**src/rtl/multicycle_controller.sv**
```systemverilog
// multicycle_controller
//   Control FSM for a multi-cycle MIPS-subset CPU. One shared ALU, one unified
//   memory port, register file and PC are sequenced through FETCH, DECODE,
//   EXEC, MEM and WB. All strobes and selects are combinational from the
//   current state and the latched instruction register. Retired instructions
//   are counted; an unsupported opcode parks the FSM in TRAP until reset.
//
//   Optional feature: define MEM_WAIT_EN to add the mem_ready handshake, which
//   holds FETCH and MEM until memory answers. Without it memory is single-cycle.
//
// Ports
//   clk          rising-edge clock
//   rst_n        synchronous active-low reset
//   instruction  instruction register contents
//   zero         ALU zero flag (used by beq in EXEC)
//   mem_ready    memory handshake (MEM_WAIT_EN only)
//   ir_wr        latch memory data into the instruction register
//   pc_wr        load PC
//   pc_src       00 PC+4, 01 branch target, 10 jump target, 11 rs
//   alu_src_b    0 rt, 1 sext(imm16)
//   alu_op       000 add, 001 subtract
//   mem_rd       memory read strobe
//   dm_wr        data memory write strobe
//   reg_wr       register-file write enable
//   reg_dst      00 rt, 01 rd, 10 r31
//   wb_sel       00 ALU, 01 memory data, 10 PC (link)
//   retire       pulse in the final cycle of each instruction
//   instr_count  retired-instruction count, wraps silently
//   trap         illegal-instruction flag, held until reset
//   state        current FSM state
//
// state | meaning
// FETCH  (0) | read instruction, latch IR, PC <= PC+4
// DECODE (1) | classify opcode; jumps complete here
// EXEC   (2) | ALU operation; beq completes here
// MEM    (3) | data access for lw/sw; sw completes here
// WB     (4) | register write-back
// TRAP   (7) | unsupported opcode, all strobes off until reset

module multicycle_controller #(
  parameter int CNT_W = 32
) (
  input  logic             clk,
  input  logic             rst_n,
  input  logic [31:0]      instruction,
  input  logic             zero,
`ifdef MEM_WAIT_EN
  input  logic             mem_ready,
`endif
  output logic             ir_wr,
  output logic             pc_wr,
  output logic [1:0]       pc_src,
  output logic             alu_src_b,
  output logic [2:0]       alu_op,
  output logic             mem_rd,
  output logic             dm_wr,
  output logic             reg_wr,
  output logic [1:0]       reg_dst,
  output logic [1:0]       wb_sel,
  output logic             retire,
  output logic [CNT_W-1:0] instr_count,
  output logic             trap,
  output logic [2:0]       state
);

`ifndef MEM_WAIT_EN
  logic mem_ready;
  assign mem_ready = 1'b1;
`endif

  typedef enum logic [2:0] {
    S_FETCH  = 3'd0,
    S_DECODE = 3'd1,
    S_EXEC   = 3'd2,
    S_MEM    = 3'd3,
    S_WB     = 3'd4,
    S_TRAP   = 3'd7
  } state_t;

  state_t cur, nxt;

  logic [5:0] opcode, funct;
  logic is_add, is_addi, is_lw, is_sw, is_beq, is_j, is_jal, is_jr;
  logic unused_instr;

  assign opcode  = instruction[31:26];
  assign funct   = instruction[5:0];
  assign is_add  = (opcode == 6'b000000) && (funct == 6'b100000 || funct == 6'b100001);
  assign is_jr   = (opcode == 6'b000000) && (funct == 6'b001000);
  assign is_addi = (opcode == 6'b001000) || (opcode == 6'b001001);
  assign is_lw   = (opcode == 6'b100011);
  assign is_sw   = (opcode == 6'b101011);
  assign is_beq  = (opcode == 6'b000100);
  assign is_j    = (opcode == 6'b000010);
  assign is_jal  = (opcode == 6'b000011);
  assign unused_instr = ^instruction[25:6];

  always_ff @(posedge clk) begin
    if (!rst_n) begin
      cur         <= S_FETCH;
      instr_count <= '0;
    end else begin
      cur <= nxt;
      if (retire) instr_count <= instr_count + CNT_W'(1);
    end
  end

  always_comb begin
    nxt       = cur;
    ir_wr     = 1'b0;
    pc_wr     = 1'b0;
    pc_src    = 2'b00;
    alu_src_b = 1'b0;
    alu_op    = 3'b000;
    mem_rd    = 1'b0;
    dm_wr     = 1'b0;
    reg_wr    = 1'b0;
    reg_dst   = 2'b00;
    wb_sel    = 2'b00;
    retire    = 1'b0;
    unique case (cur)
      S_FETCH: begin
        mem_rd = 1'b1;
        ir_wr  = mem_ready;
        pc_wr  = mem_ready;
        if (mem_ready) nxt = S_DECODE;
      end
      S_DECODE: begin
        if (is_add || is_addi || is_lw || is_sw || is_beq) begin
          nxt = S_EXEC;
        end else if (is_j || is_jal) begin
          pc_wr  = 1'b1;
          pc_src = 2'b10;
          retire = 1'b1;
          nxt    = S_FETCH;
          if (is_jal) begin
            // PC was already advanced in FETCH, so it is the link value
            reg_wr  = 1'b1;
            reg_dst = 2'b10;
            wb_sel  = 2'b10;
          end
        end else if (is_jr) begin
          pc_wr  = 1'b1;
          pc_src = 2'b11;
          retire = 1'b1;
          nxt    = S_FETCH;
        end else begin
          nxt = S_TRAP;
        end
      end
      S_EXEC: begin
        alu_src_b = is_addi || is_lw || is_sw;
        if (is_beq) begin
          alu_op = 3'b001;
          pc_wr  = zero;
          pc_src = 2'b01;
          retire = 1'b1;
          nxt    = S_FETCH;
        end else if (is_lw || is_sw) begin
          nxt = S_MEM;
        end else begin
          nxt = S_WB;
        end
      end
      S_MEM: begin
        if (is_sw) begin
          dm_wr  = 1'b1;
          retire = mem_ready;
          if (mem_ready) nxt = S_FETCH;
        end else begin
          mem_rd = 1'b1;
          if (mem_ready) nxt = S_WB;
        end
      end
      S_WB: begin
        reg_wr  = 1'b1;
        reg_dst = is_add ? 2'b01 : 2'b00;
        wb_sel  = is_lw ? 2'b01 : 2'b00;
        retire  = 1'b1;
        nxt     = S_FETCH;
      end
      S_TRAP: nxt = S_TRAP;
      default: nxt = S_FETCH;
    endcase

    // Reset cycle: nothing may write state outside the controller
    if (!rst_n) begin
      ir_wr     = 1'b0;
      pc_wr     = 1'b0;
      pc_src    = 2'b00;
      alu_src_b = 1'b0;
      alu_op    = 3'b000;
      mem_rd    = 1'b0;
      dm_wr     = 1'b0;
      reg_wr    = 1'b0;
      reg_dst   = 2'b00;
      wb_sel    = 2'b00;
      retire    = 1'b0;
    end
  end

  assign trap  = (cur == S_TRAP);
  assign state = cur;

endmodule

```
**config.mk**
```make
export PLATFORM = sky130hd
export DESIGN_NAME = multicycle_controller
export DESIGN_NICKNAME = d
export VERILOG_FILES = /design/src/rtl/multicycle_controller.sv
export SDC_FILE = /design/constraint.sdc
export NUM_CORES = 1
export LEC_CHECK = 0
export BUFFER_PORTS_ARGS = -buffer_cell sky130_fd_sc_hd__buf_2
export CAP_MARGIN = 20
export CORE_AREA = 2 2 85 107
export CTS_CLUSTER_SIZE = 8
export DETAILED_ROUTE_END_ITERATION = 8
export DIE_AREA = 0 0 87 109
export SLEW_MARGIN = 20
export SYNTH_ARGS = -nofsm -noshare
export SYNTH_HDL_FRONTEND = slang
export SYNTH_SLANG_ARGS = --single-unit
```
**constraint.sdc**
```tcl
create_clock -name clk -period 2.6 [get_ports clk]
set_input_delay 0.26 -clock clk [delete_from_list [all_inputs] [get_ports clk]]
set_output_delay 0.26 -clock clk [all_outputs]
set_load 0.005 [all_outputs]
```
Word-level counts from Yosys, hierarchy flattened
Index checks and enable logic that the tools add are counted.
{"block": "word_totals", "regBits": 35, "inputBits": 35, "out_inout_bits": 52, "elab_cells": 81}
{"block": "op_classes", "addsub": 1, "eq_ne": 15, "muxes": 49, "n_reduce_logical": 14}
{"op": "$add A32 B1 Y32 const B", "n": 1}
{"op": "$mux W1", "n": 25}
{"op": "$eq A6 B6 Y1 const B", "n": 4}
{"op": "$mux W3", "n": 7}
{"op": "$eq A6 B4 Y1 const B", "n": 3}
{"op": "$mux W2", "n": 9}
{"op": "$pmux W3 S5", "n": 1}
{"op": "$eq A6 B2 Y1 const B", "n": 2}
{"op": "$pmux W2 S2", "n": 3}
{"op": "$logic_or A1 B1 Y1", "n": 10}
{"op": "$eq A3 B2 Y1 const B", "n": 2}
{"op": "$eq A3 B3 Y1 const B", "n": 2}
{"op": "$eq A6 B3 Y1 const B", "n": 1}
{"op": "$logic_not A6 Y1", "n": 1}
{"op": "$pmux W1 S2", "n": 2}
{"op": "$pmux W1 S4", "n": 1}
{"op": "$eq A3 B1 Y1 const B", "n": 1}
{"op": "$logic_not A3 Y1", "n": 1}
{"op": "$pmux W1 S3", "n": 1}
{"op": "$logic_and A1 B1 Y1", "n": 2}

Depth between registers and ports, before layout
{"block": "logic_depth", "ltp_word": 10, "mapped_depth": 9, "depth_no_buf": 7}

Least setup slack after synthesis
Ideal clock, no wire load.
{"block": "synth_timing", "path_kind": "in2reg", "start": "input instruction[26]", "end": "register instr_count[1]", "setup_ns": 0.128, "arrival_time_ns": 2.417, "required_time_ns": 2.472, "setup_slack_ns": 0.055, "cell_stages": 8, "path_buffers": 2, "path_cell_list": "or4_1 > or4_1 > and4_4 > a221oi_4 > buf_6 > buf_6 > mux2i_1 > nor2_1"}
{"block": "synth_between", "elab_chain_len": 9, "word_cells_on_any_way": 23, "cone_classes": "eq/ne (7); mux (7); reduce/logical (9)"}
{"item": "from (decl)", "line_no": "45", "text": "input logic [31:0] instruction,"}
{"item": "$eq A6 B4 Y1 / $logic_not A6 Y1 (equally long branches)", "line_no": "90, 88, 89"}
{"item": "$logic_or A1 B1 Y1 / $logic_and A1 B1 Y1 (equally long branches)", "line_no": "90, 88"}
{"item": "$logic_or A1 B1 Y1 (4 in series)", "line_no": "129", "text": "if (is_add || is_addi || is_lw || is_sw || is_beq) begin"}
{"item": "$mux W1", "line_no": "129"}
{"item": "$pmux W1 S4 (*)", "line_no": "121", "text": "unique case (cur)"}
{"item": "$mux W1 (*)", "line_no": "187", "text": "if (!rst_n) begin"}
{"item": "to (signal assigned)", "line_no": "104", "text": "if (retire) instr_count <= instr_count + CNT_W'(1);"}
{"item": "to (decl)", "line_no": "61", "text": "output logic [CNT_W-1:0] instr_count,"}
Mark *: on every way between the ends. The rest lies on a longest branch, timed or not.
A chain may end at the register's enable or synchronous reset.

Worst setup path in the final report
{"block": "layout_timing", "start": "input instruction[26]", "end": "output retire"}
{"block": "layout_between", "elab_chain_len": 9, "word_cells_on_any_way": 23, "cone_classes": "eq/ne (7); mux (7); reduce/logical (9)"}
{"item": "$eq A6 B4 Y1 / $logic_not A6 Y1 (equally long branches)", "line_no": "90, 88, 89"}
{"item": "$logic_or A1 B1 Y1 / $logic_and A1 B1 Y1 (equally long branches)", "line_no": "90, 88"}
{"item": "$logic_or A1 B1 Y1 (4 in series)", "line_no": "129"}
{"item": "$mux W1", "line_no": "129"}
{"item": "$pmux W1 S4 (*)", "line_no": "121"}
{"item": "$mux W1 (*)", "line_no": "187"}
{"item": "to (decl)", "line_no": "60", "text": "output logic retire,"}
Marked as above.

==> impl_metrics.tcl <==
set metrics [dict create \
    status "finished clean" \
    io_pins 87 \
    htreeDepth 2 \
    finalNonFillerCells 443 \
    end_kind "output port" \
    clkTransAtPathRegs_ns 0.08 \
    io_buffer_count 64 \
    fillers 927 \
    intPower_w 0.001011 \
    drive_above_1_share 0.2828 \
    syn_area_mm2 0.002051 \
    routed_wl_um 5726 \
    num_rows 38 \
    drv_slew 0 \
    synth_flop_cell "dfxtp_1" \
    cts_tree "built" \
    critPathMostFrequentCell "buf_2" \
    drt_iter0_markers 113 \
    antenna_left 0 \
    critPathTopFamily "simple AND/OR/NAND/NOR gates" \
    area_delta_synth_final_pct 31.60 \
    crit_slowest_cell "or4_4" \
    clkPwrFrac 0.338 \
    p_leak_nw 1.129 \
    crit_type "in2out" \
    worstPathCellList "buf_2 -> or4_1 -> or4_4 -> and4_4 -> a221oi_4 -> buf_12 -> nor2_1 -> buf_2" \
    crit_required_ns 2.34 \
    hold_path.startpoint "rst_n" \
    clk_path_buf_depth 2 \
    fin_crit_sh 0.9684 \
    hold_ws_ns 0.2464 \
    power.density_mw_per_mm2 526.7 \
    dr_wl_met2_um 2762 \
    synth_common_cells "a21oi_1, dfxtp_1, or3_1, nand3_1, nor2_1" \
    p_comb_frac 0.252 \
    synth_seq_cells 35 \
    layout.nets 379 \
    met1_length_um 2542 \
    ir_drop_mv 0.2580 \
    fmax_mhz 397.2 \
    grt_first_pass_wirelength_um 9411 \
    cap_violations 0 \
    clock_latency_ns 0.29 \
    synth_area_leader_cell "dfxtp_1" \
    synth_edf_count 0 \
    cp-start-kind "input port" \
    top_layer_used "met4" \
    grt_max_degree 35 \
    cts.sinks 35 \
    seq_power_share 0.409 \
    critical_path_buf_inv_count 3 \
    die_w_um 87 \
    grt_usage 0.1222 \
    gp_congestion 0.8784 \
    async_flop_share 0 \
    total_power_w 0.001421 \
    hpwl_um 4211 \
    reg2reg_from "state[0]" \
    synthCells 267 \
    post-route-drc-count 0 \
    dr_total_vias 2289 \
    start_util 0.2410 \
    switchingPower_w 0.0004103 \
    hp-class "in2reg" \
    ys_warn_count 0 \
    wl_met3_um 337 \
    yosysUniqueCellTypes 38 \
    crit_fanout 6 \
    yosys-top-cells-area "dfxtp_1, a21oi_1, or3_1" \
    cts-root-buf "clkbuf_8" \
    n_antenna_cell 0 \
    cts_buffers 5 \
    switching_share 0.2887 \
    drt-vias-per-instance 5.167 \
    final-setup-viol-count 0 \
    chipHeight_um 109 \
    synth.avg_cell_area_um2 7.681 \
    synth_top_cell_area_share 0.3417 \
    fin_crit_ns 2.518 \
    antenna_found_initial 0 \
    wire_per_inst_um 12.93 \
    coreArea_mm2 0.008511 \
    grt_pass1_vias 2072 \
    yosysSeqAreaShare 0.3417 \
    rsz0062_at_grt "false" \
    startpoint "instruction[26]" \
    fin_worst_skew_ns 0.01309 \
    dieArea_mm2 0.009483 \
    dr.pass1.iters 4 \
    cpPeakStageDelay_ns 0.55 \
    post-place-cells 434 \
    hold_violations 0 \
    overflow 0 \
    arrival_ns 2.26 \
]
-- area by class of cell --
class / count / area (um^2) / share of cell area
clock inverter: 1 / 30.03 / 0.01113
tap: 100 / 125.1 / 0.04636
multi-input combinational: 209 / 1225 / 0.4539
timing repair buffer: 86 / 523.0 / 0.1938
clock buffer: 6 / 72.57 / 0.02689
inverter: 6 / 22.52 / 0.008345
sequential: 35 / 700.7 / 0.2596
-- worst paths after layout --
| kind | end | slack [ns] | depth (start not counted) |
|---|---|---|---|
| worst max-delay path | retire | 0.08 | 8 |
| worst max register to register | instr_count[7] | 0.42 | 7 |
| worst min register to register | instr_count[26] | 0.51 | 2 |
| worst min-delay path | state[0] | 0.25 | 2 |
-- metal layers --
layer	GRT usage	up-vias
met5	0	-
met4	0.04576	0
met3	0.02952	5
met2	0.2050	62
met1	0.1500	1069
li1	-	1153
-- through the flow --
step / util / area, um^2 / setup slack, ns / setup TNS (ns)
floorplan: - / 2054 / 0.05530 / 0
global route: 0.3171 / 2699 / 0.009400 / 0
finish: 0.3171 / 2699 / 0.08206 / 0
detailed placement: 0.3029 / 2577 / -0.07406 / -1.400
CTS: 0.3153 / 2684 / 0.03128 / 0
global placement: 0.3029 / 2577 / -0.05171 / -1.154
-- cells by family (layout without fill, tap and decap cells) --
logic type | Yosys count | in the layout | synth area share
mux | 1 | 1 | 0.004881
xor+xnor | 2 | 2 | 0.008543
simple gates | 128 | 128 | 0.3612
compound gates | 75 | 75 | 0.2111
buf+inv | 24 | 99 | 0.06467
other cells | 1 | 2 | 0.001829
flops | 35 | 35 | 0.3417
fa+ha+maj | 1 | 1 | 0.006100
-- cell usage in the layout, fill, tap and decap left out, types with 12 or more instances in the layout --
master / netlist / final
buf_2: 1 / 64
o21ai_0: 12 / 12
o21ai_1: 13 / 13
and3_1: 14 / 14
nand4_1: 13 / 13
a21oi_1: 35 / 35
nor2_1: 17 / 17
nand2_1: 12 / 12
nand3_1: 18 / 18
buf_4: 3 / 19
dfxtp_1: 35 / 35
or3_1: 22 / 22
-- flip-flops by register name, summed over array words and instances, names as in the netlist --
| register | flops |
|---|---|
| instr_count | 32 |
| state | 3 |
-- power by group through the flow --
stage	Clock, W	Sequential, W	Combinational [W]
after floorplan	0	0.000580	0.000223
after global placement	0	0.000594	0.000348
after detailed placement	0	0.000594	0.000350
after CTS	0.000497	0.000582	0.000351
after global routing	0.000517	0.000587	0.000393
final	0.000481	0.000582	0.000359
-- repair_timing --
item	CTS	global route
pin swaps	0	1
setup buffers	0	2
resized for setup	1	0
hold buffers	0	0
hold endpoints to repair	0	0
endpoints found under the setup margin	1	1
No activity file was read; power rests on OpenSTA's default activity.
